File: config.mk
export PLATFORM = sky130hd
export DESIGN_NAME = irq_sequencer_ctrl
export DESIGN_NICKNAME = d
export VERILOG_FILES = /design/src/rtl/irq_pkg.sv /design/src/rtl/irq_prio_enc.sv /design/src/rtl/irq_sequencer_ctrl.sv
export SDC_FILE = /design/constraint.sdc
export NUM_CORES = 1
export LEC_CHECK = 0
export BUFFER_PORTS_ARGS = -buffer_cell sky130_fd_sc_hd__buf_2
export CAP_MARGIN = 30
export CORE_ASPECT_RATIO = 1.5
export CORE_MARGIN = 2
export CORE_UTILIZATION = 25
export CTS_CLUSTER_DIAMETER = 40
export CTS_CLUSTER_SIZE = 25
export DETAILED_ROUTE_END_ITERATION = 8
export SYNTH_ARGS = -nofsm -noshare
export SYNTH_HDL_FRONTEND = slang
export SYNTH_HIERARCHICAL = 1
export SYNTH_SLANG_ARGS = --single-unit
File: constraint.sdc
create_clock -name clk -period 1.5 [get_ports clk]
set_input_delay 0.075 -clock clk [delete_from_list [all_inputs] [get_ports clk]]
set_output_delay 0.075 -clock clk [all_outputs]
set_load 0.05 [all_outputs]
File: src/rtl/irq_pkg.sv
// Shared types and helpers for the interrupt sequencer controller.
package irq_pkg;

   localparam int unsigned ADDR_W  = 8;
   localparam int unsigned MAX_IRQ = 8;
   localparam int unsigned IDX_W   = 3;

   typedef enum logic [1:0] {
      StIdle,
      StDispatch,
      StInIsr,
      StReturn
   } irq_state_t;

   // Vector for source id: high nibble is base + id, low nibble zero.
   function automatic logic [ADDR_W-1:0] vec_addr(input logic [3:0]       base,
                                                  input logic [IDX_W-1:0] id);
      logic [3:0] hi;
      hi = base + {1'b0, id};
      return {hi, 4'h0};
   endfunction

endpackage

File: src/rtl/irq_prio_enc.sv
// Lowest-index-first priority encoder: index 0 is the highest priority.
import irq_pkg::*;

module irq_prio_enc #(
   parameter int unsigned N = 4
) (
   input  logic [N-1:0]     req_i,
   output logic             valid_o,
   output logic [IDX_W-1:0] idx_o
);

   always_comb begin
      valid_o = 1'b0;
      idx_o   = '0;
      for (int i = int'(N) - 1; i >= 0; i--) begin
         if (req_i[i]) begin
            valid_o = 1'b1;
            idx_o   = IDX_W'(i);
         end
      end
   end

endmodule

File: src/rtl/irq_sequencer_ctrl.sv
// Interrupt controller driving the program sequencer: edge latch, priority dispatch, RETI return.
// Build option IRQ_NESTING_EN: two-deep return stack with strictly-higher-priority preemption.
import irq_pkg::*;

module irq_sequencer_ctrl #(
   parameter int unsigned N_IRQ    = 4,
   parameter logic [3:0]  VEC_BASE = 4'h8
) (
   input  logic              clk,
   input  logic              sync_reset,
   input  logic [N_IRQ-1:0]  irq_req,
   input  logic              ie_wr,
   input  logic [N_IRQ-1:0]  ie_data,
   input  logic [ADDR_W-1:0] pc,
   input  logic              cpu_jmp,
   input  logic              instr_reti,
   output logic              irq_jmp,
   output logic [ADDR_W-1:0] irq_addr,
   output logic [N_IRQ-1:0]  irq_ack,
   output logic [N_IRQ-1:0]  irq_pending,
   output logic              in_isr
);

`ifdef IRQ_NESTING_EN
   localparam int unsigned DEPTH = 2;
`else
   localparam int unsigned DEPTH = 1;
`endif

   if (N_IRQ < 1 || N_IRQ > MAX_IRQ || int'(VEC_BASE) + int'(N_IRQ) > 16) begin : g_bad_cfg
      $error("irq_sequencer_ctrl: invalid N_IRQ/VEC_BASE combination");
   end

   irq_state_t        state_q, state_d;
   logic [N_IRQ-1:0]  irq_q, pending_q, pending_d, mask_q, eligible, ack_q, ack_d;
   logic              irq_jmp_q, irq_jmp_d, in_isr_q;
   logic [ADDR_W-1:0] addr_q, addr_d, top_ret;
   logic [ADDR_W-1:0] ret_q [DEPTH];
   logic [1:0]        sp_q, sp_d;
   logic              enc_valid, preempt;
   logic [IDX_W-1:0]  enc_idx;

   assign eligible  = pending_q & mask_q;
   // A new edge in the same cycle as its ack must survive.
   assign pending_d = (pending_q & ~ack_q) | (irq_req & ~irq_q);

   irq_prio_enc #(
      .N (N_IRQ)
   ) u_prio_enc (
      .req_i   (eligible),
      .valid_o (enc_valid),
      .idx_o   (enc_idx)
   );

   always_comb begin
      top_ret = '0;
      for (int j = 0; j < int'(DEPTH); j++) begin
         if (sp_q == 2'(j + 1)) top_ret = ret_q[j];
      end
   end

`ifdef IRQ_NESTING_EN
   logic [IDX_W-1:0] win_q, top_prio;
   logic [IDX_W-1:0] prio_q [DEPTH];

   always_comb begin
      top_prio = '0;
      for (int j = 0; j < int'(DEPTH); j++) begin
         if (sp_q == 2'(j + 1)) top_prio = prio_q[j];
      end
   end

   assign preempt = enc_valid && (enc_idx < top_prio) && (sp_q < 2'(DEPTH));

   always_ff @(posedge clk) begin
      if (sync_reset) begin
         win_q <= '0;
         for (int j = 0; j < int'(DEPTH); j++) prio_q[j] <= '0;
      end else begin
         if (state_d == StDispatch) win_q <= enc_idx;
         if (state_q == StDispatch) begin
            for (int j = 0; j < int'(DEPTH); j++) begin
               if (sp_q == 2'(j)) prio_q[j] <= win_q;
            end
         end
      end
   end
`else
   assign preempt = 1'b0;
`endif

   always_comb begin
      state_d   = state_q;
      sp_d      = sp_q;
      irq_jmp_d = 1'b0;
      addr_d    = '0;
      ack_d     = '0;
      unique case (state_q)
         StIdle: begin
            if (enc_valid && !cpu_jmp) state_d = StDispatch;
         end
         StDispatch: begin
            state_d = StInIsr;
            sp_d    = sp_q + 2'd1;
         end
         StInIsr: begin
            if (instr_reti) begin
               state_d = StReturn;
               sp_d    = sp_q - 2'd1;
            end else if (preempt && !cpu_jmp) begin
               state_d = StDispatch;
            end
         end
         StReturn: begin
            state_d = (sp_q != 2'd0) ? StInIsr : StIdle;
         end
         default: state_d = StIdle;
      endcase
      // Outputs are registered, so they are decoded from the state being entered.
      if (state_d == StDispatch) begin
         irq_jmp_d = 1'b1;
         addr_d    = vec_addr(VEC_BASE, enc_idx);
         for (int i = 0; i < int'(N_IRQ); i++) ack_d[i] = (enc_idx == IDX_W'(i));
      end else if (state_d == StReturn) begin
         irq_jmp_d = 1'b1;
         addr_d    = top_ret;
      end
   end

   always_ff @(posedge clk) begin
      if (sync_reset) begin
         state_q   <= StIdle;
         irq_q     <= '0;
         pending_q <= '0;
         mask_q    <= '0;
         ack_q     <= '0;
         irq_jmp_q <= 1'b0;
         addr_q    <= '0;
         in_isr_q  <= 1'b0;
         sp_q      <= '0;
         for (int j = 0; j < int'(DEPTH); j++) ret_q[j] <= '0;
      end else begin
         state_q   <= state_d;
         irq_q     <= irq_req;
         pending_q <= pending_d;
         if (ie_wr) mask_q <= ie_data;
         ack_q     <= ack_d;
         irq_jmp_q <= irq_jmp_d;
         addr_q    <= addr_d;
         in_isr_q  <= (state_d != StIdle);
         sp_q      <= sp_d;
         if (state_q == StDispatch) begin
            for (int j = 0; j < int'(DEPTH); j++) begin
               if (sp_q == 2'(j)) ret_q[j] <= pc + 8'h01;
            end
         end
      end
   end

   assign irq_jmp     = irq_jmp_q;
   assign irq_addr    = addr_q;
   assign irq_ack     = ack_q;
   assign irq_pending = pending_q;
   assign in_isr      = in_isr_q;

endmodule

# Yosys cells after proc, flatten, opt, wreduce, memory -nomap -nowiden
# Memory sizes are Yosys's and may differ from the RTL's.
# Cells that the tools add are included.
dict set report classes {
  bitwise_logic 9
  n_eq_ne 10
  muxes 27
  reduce_logical 12
  addsub 4
}
# op count
set op_table {}
lappend op_table {{8-bit two-way mux} 4}
lappend op_table {{2-bit two-way mux} 8}
lappend op_table {{1-bit two-way mux} 13}
lappend op_table {{4-bit bitwise AND} 3}
lappend op_table {{8-bit by 1-bit adder with 8-bit output, second input constant} 1}
lappend op_table {{4-bit NOT} 2}
lappend op_table {{2-bit one-hot mux with 4 select lines} 1}
lappend op_table {{8-bit OR reduction} 1}
lappend op_table {{2-bit by 1-bit equality test with 1-bit output, second input constant} 3}
lappend op_table {{2-bit equality test, second input constant} 3}
lappend op_table {{3-bit by 2-bit equality test with 1-bit output, second input constant} 2}
lappend op_table {{2-bit nonzero test} 3}
lappend op_table {{4-bit by 3-bit adder with 4-bit output, first input constant} 1}
lappend op_table {{2-bit zero test} 2}
lappend op_table {{4-bit OR} 1}
lappend op_table {{2-bit one-hot mux with 2 select lines} 1}
lappend op_table {{4-bit OR reduction} 1}
lappend op_table {{3-bit by 1-bit equality test with 1-bit output, second input constant} 1}
lappend op_table {{3-bit zero test} 1}
lappend op_table {{1-bit NOT} 3}
lappend op_table {{2-bit by 1-bit adder with 2-bit output, second input constant} 1}
lappend op_table {{2-bit != test, second input constant} 1}
lappend op_table {{2-bit AND reduction} 1}
lappend op_table {{2-bit OR reduction} 1}
lappend op_table {{other kinds (3)} 3}
dict set report totals {
  wordCells 73
  input_bits 21
  ram_bits 8
  regBits 30
  n_memories 1
}
# name depth word_bits rd rd_clocked_by_memory_dff write_ports line_no
set mem_list {}
lappend mem_list {ret_q 1 8 1 0 1 irq_sequencer_ctrl.sv:38} ;# logic [ADDR_W-1:0] ret_q [DEPTH];

# Logic depth before layout (Yosys ltp)
dict set report depth {
  ltp_word 11
  ltp_mapped 7
  depth_no_buf 6
}

# Hierarchy
# The synthesis kept the hierarchy.
# mod seq_area_each_um2 area_each_um2 n_inst cells_each
set modules_own_cells {}
lappend modules_own_cells {irq_sequencer_ctrl 840.8 1525.2 1 154}
lappend modules_own_cells {irq_prio_enc 0.0 46.3 1 9}

# Worst setup path before layout
# OpenSTA, ideal clock, no wires.
dict set report synth_timing {
  path_kind {register -> register}
  from {reg pending_q[0], in the netlist irq_pending[0]}
  to {reg addr_q[1], in the netlist irq_addr[1]}
  synth_period_minus_slack_ns 2.026
  setup_time_ns 0.078
  setup_slack_ns -0.526
  path_stages_with_launch 8
  t_arrival_ns 1.948
  path_buffers 1
  t_required_ns 1.422
  cell_sequence {dfxtp_1 > and2_1 > nor2_1 > nand2_1 > or3b_1 > a211o_1 > buf_6 > nor3_1}
}
dict set report synth_between {
  elab_chain_len 8
}
# item line_no
set synth_rtl {}
lappend synth_rtl {{start: declaration} irq_sequencer_ctrl.sv:35} ;# logic [N_IRQ-1:0] irq_q, pending_q, pending_d, mask_q, eligible, ack_q, ack_d;
lappend synth_rtl {{start signal: assignment} irq_sequencer_ctrl.sv:145} ;# pending_q <= pending_d;
lappend synth_rtl {{4-bit bitwise AND (*)} irq_sequencer_ctrl.sv:43} ;# assign eligible = pending_q & mask_q;
lappend synth_rtl {{named net eligible[0]} irq_sequencer_ctrl.sv:35}
lappend synth_rtl {{1-bit two-way mux (*)} irq_prio_enc.sv:16} ;# if (req_i[i]) begin
lappend synth_rtl {{named net enc_valid} irq_sequencer_ctrl.sv:40} ;# logic enc_valid, preempt;
lappend synth_rtl {{1-bit logical AND (*)} irq_sequencer_ctrl.sv:100} ;# if (enc_valid && !cpu_jmp) state_d = StDispatch;
lappend synth_rtl {{2-bit two-way mux (*)} irq_sequencer_ctrl.sv:100}
lappend synth_rtl {{2-bit one-hot mux with 4 select lines (*)} irq_sequencer_ctrl.sv:98} ;# unique case (state_q)
lappend synth_rtl {{2-bit equality test} irq_sequencer_ctrl.sv:124} ;# end else if (state_d == StReturn) begin
lappend synth_rtl {{1-bit NOT (no line)} --}
lappend synth_rtl {{4-bit OR reduction (no line) (*)} --}
lappend synth_rtl {{end signal: assignment} irq_sequencer_ctrl.sv:149} ;# addr_q <= addr_d;
lappend synth_rtl {{end: declaration} irq_sequencer_ctrl.sv:37} ;# logic [ADDR_W-1:0] addr_q, addr_d, top_ret;
# The timed path passes the listed nets; every way through them passes the cells marked *.
# A chain may end at the register's enable or synchronous reset.

# Worst setup path in the final report
dict set report layout_timing {
  from {reg pending_q[3], in the netlist irq_pending[3]}
  to {reg ack_q[0], in the netlist irq_ack[0]}
}
dict set report layout_between {
  elab_chain_len 11
}
# item line_no
set layout_rtl {}
lappend layout_rtl {{4-bit bitwise AND} irq_sequencer_ctrl.sv:43}
lappend layout_rtl {{named net eligible[3]} irq_sequencer_ctrl.sv:35}
lappend layout_rtl {{1-bit two-way mux (4 in a row)} irq_prio_enc.sv:16}
lappend layout_rtl {{named net enc_valid} irq_sequencer_ctrl.sv:40}
lappend layout_rtl {{1-bit logical AND} irq_sequencer_ctrl.sv:100}
lappend layout_rtl {{2-bit two-way mux} irq_sequencer_ctrl.sv:100}
lappend layout_rtl {{2-bit one-hot mux with 4 select lines} irq_sequencer_ctrl.sv:98}
lappend layout_rtl {{2-bit by 1-bit equality test with 1-bit output} irq_sequencer_ctrl.sv:120} ;# if (state_d == StDispatch) begin
lappend layout_rtl {{1-bit NOT (no line)} --}
lappend layout_rtl {{2-bit OR reduction (no line)} --}
lappend layout_rtl {{end signal: assignment} irq_sequencer_ctrl.sv:147} ;# ack_q <= ack_d;
lappend layout_rtl {{end: declaration} irq_sequencer_ctrl.sv:35}
# The timed path passes the listed nets, and every way through them passes these cells.

==> metrics.csv <==
metric;value;unit
outcome;complete, but fails checks;
failing checks;setup timing;
fin cells;293;
vias in the first global route;1218;
unrepaired setup endpoints after global routing;yes;
max_cap viols;0;
Critical Path End Type;flop;
Pwr Density;1050;mW/mm^2
Worst VDD drop;0.000340;V
Cell Area, Placed;0.00198;sq mm
ANT nets after route;0;
Hold Path Class;primary input to flop;
post-DP HPWL;2420;microns
first-pass GRT wire length;5280;microns
Place WS;-0.165;ns
Final #Nets;242;
H-tree depth reported by CTS;2;
Synth area leaders;dfxtp_1 (38%), edfxtp_1 (15%), nand2b_1 (4.0%), a21oi_1 (3.5%), nor2_1 (3.3%);
Synth top area share;0.382;
Row Count;35;
design area;0.00217;sq mm
top cells by count, synth;dfxtp_1 (30), nor2_1 (14), a21oi_1 (11), nand2_1 (10), nand2b_1 (10);
via count;1246;
Pre-antenna DRT Iters;4;
Critical Path Fanout Max;5;
Syn. warnings;6;
clock-pin transition on the worst setup and hold timing paths;0.07;ns
worst skew pair latency;0.29;ns
final hold viol count;0;
crit path launch type;flop;
f_max;614;MHz
CP required;1.70;ns
Yosys reg bits;38;
Placed Instances;283;
Crit Path Class;flop to flop;
Die Y;101;microns
sequential cell area;860;sq um
total track usage;0.103;
Cell Area, Synth;0.00157;sq mm
setup slack after layout;-0.129;ns
die area;0.00695;sq mm
CTS buffer count;5;
cell taking the most area after synthesis;dfxtp_1;
CTS tree;done;
syn_nets;187;
Die X;68.7;microns
CTS Root Cell;clkbuf_8;
Layout area overhead;37.9;%
gr ovfl total;0;
library cells used by synthesis;36;
# DRC;0;
initial antenna violation count;0;
largest net degree at the start of global routing;13;
Slew Viols, Final;0;
Setup violations, final;15;
LEAKAGE;0.925;nW
Synth Flop Type;dfxtp_1;
hold slack;0.0147;ns
initial DRC count;33;
I/O Buffers;38;
post-synthesis cell count;163;
syn_area_per_cell;9.64;sq um
share of cells above drive strength 1;0.438;
I/O Pins;39;
# diodes;0;
asr flop ratio synth;0;
Max Clock Skew;0.0122;ns
sequential share of the synthesized area;0.535;
CTS Sinks;38;
final period utilization;1.09;
fillcell total;615;
Core Area;0.00613;sq mm
Worst Path Arrival;1.83;ns
WL/cell;11.2;microns
top-count cell post-synth;dfxtp_1;
clock tree buffer depth;2;
Final GP Congestion;0.732;
number of flops mapped to enable cells by yosys;8;
final worst path period need;1.63;ns
WL final;3270;microns
Multi-input gate area;744;sq um
initial core utilization;0.256;
Via-to-Cell Ratio;4.25;
==> cell families after synthesis <==
group | after synthesis | share of synthesized area
other cells | 1 | 0.00239
xor+xnor | 3 | 0.0167
buf+inv | 15 | 0.0478
mux | 5 | 0.0326
flops | 38 | 0.535
compound gates | 24 | 0.0876
simple gates | 74 | 0.254
fa+ha+maj | 3 | 0.0239
==> routing by layer <==
metal | global-route usage | wire length, microns
met5 | 0 | 0
met3 | 0.0291 | 148
met4 | 0.0543 | 80
met1 | 0.104 | 1290
met2 | 0.183 | 1750
==> layout by cell type (no fill, tap or decap), types with 5 or more instances in the layout <==
cell | Yosys | routed
buf_4 | 1 | 16
a21oi_2 | 1 | 5
clkbuf_8 | 0 | 6
edfxtp_1 | 8 | 8
nand2b_1 | 10 | 10
inv_1 | 7 | 5
buf_2 | 0 | 38
dfxtp_1 | 30 | 23
nand2_1 | 10 | 10
nor3_2 | 0 | 5
a21oi_1 | 11 | 7
o21ai_0 | 7 | 6
nor2_1 | 14 | 13
nor2b_1 | 7 | 6
==> state kept, by name, indices dropped and copies added, names as in the netlist <==
| name | flops |
|---|---|
| irq_addr | 8 |
| ret_q | 8 |
| irq_ack | 4 |
| irq_pending | 4 |
| irq_q | 4 |
| mask_q | 4 |
| sp_q | 2 |
| state_q | 2 |
| in_isr | 1 |
| irq_jmp | 1 |
==> power breakdown <==
part | leakage (nW) | internal [W] | switching (W) | total, W
clock network | 0.0566 | 0.000475 | 0.000350 | 0.000825
logic | 0.537 | 0.000139 | 0.000198 | 0.000337
registers | 0.332 | 0.00109 | 0.0000212 | 0.00111
total | 0.925 | 0.00171 | 0.000569 | 0.00228
==> worst max-delay path, stage by stage (launching register included) <==
cell and delay, ns:
dfxtp_4 0.34, and2_4 0.14, nor2_2 0.04, nand2_1 0.05
or3b_4 0.37, a211o_4 0.38, nor4b_2 0.23
==> layout make-up <==
class	count	share of cell area
multi-input cells	110	0.344
inverters	7	0.0121
clock buffers	8	0.0514
well taps	74	0.0427
flip-flops and latches	38	0.397
repair buffers	56	0.154
==> metrics by stage <==
stage | TNS [ns] | total power [W] | util
2_1_floorplan | -1.68 | 0.00134 | -
3_3_place_gp | -1.13 | 0.00145 | 0.323
3_5_place_dp | -1.41 | 0.00145 | 0.323
4_1_cts | -1.72 | 0.00230 | 0.351
5_1_grt | -2.34 | 0.00239 | 0.353
6_report | -1.60 | 0.00228 | 0.353
==> path summary, 6_finish.rpt <==
check                       startpoint                         to  slack [ns]  depth (start not counted)
max          irq_pending[3]$_SDFF_PP0_      irq_ack[0]$_SDFF_PP0_       -0.13                          6
min                         irq_req[1]        irq_q[1]$_SDFF_PP0_        0.01                          2
max reg2reg  irq_pending[3]$_SDFF_PP0_      irq_ack[0]$_SDFF_PP0_       -0.13                          6
min reg2reg        irq_q[3]$_SDFF_PP0_  irq_pending[3]$_SDFF_PP0_        0.48                          2
==> timing repair <==
action,CTS,global route
gates cloned,1,0
pin swaps,3,1
hold buffers,0,0
endpoints found under the setup margin,15,29
gates resized for setup,14,3
endpoints found under the hold margin,0,0
setup buffers,0,1
Power figures use the tool's default switching activity.
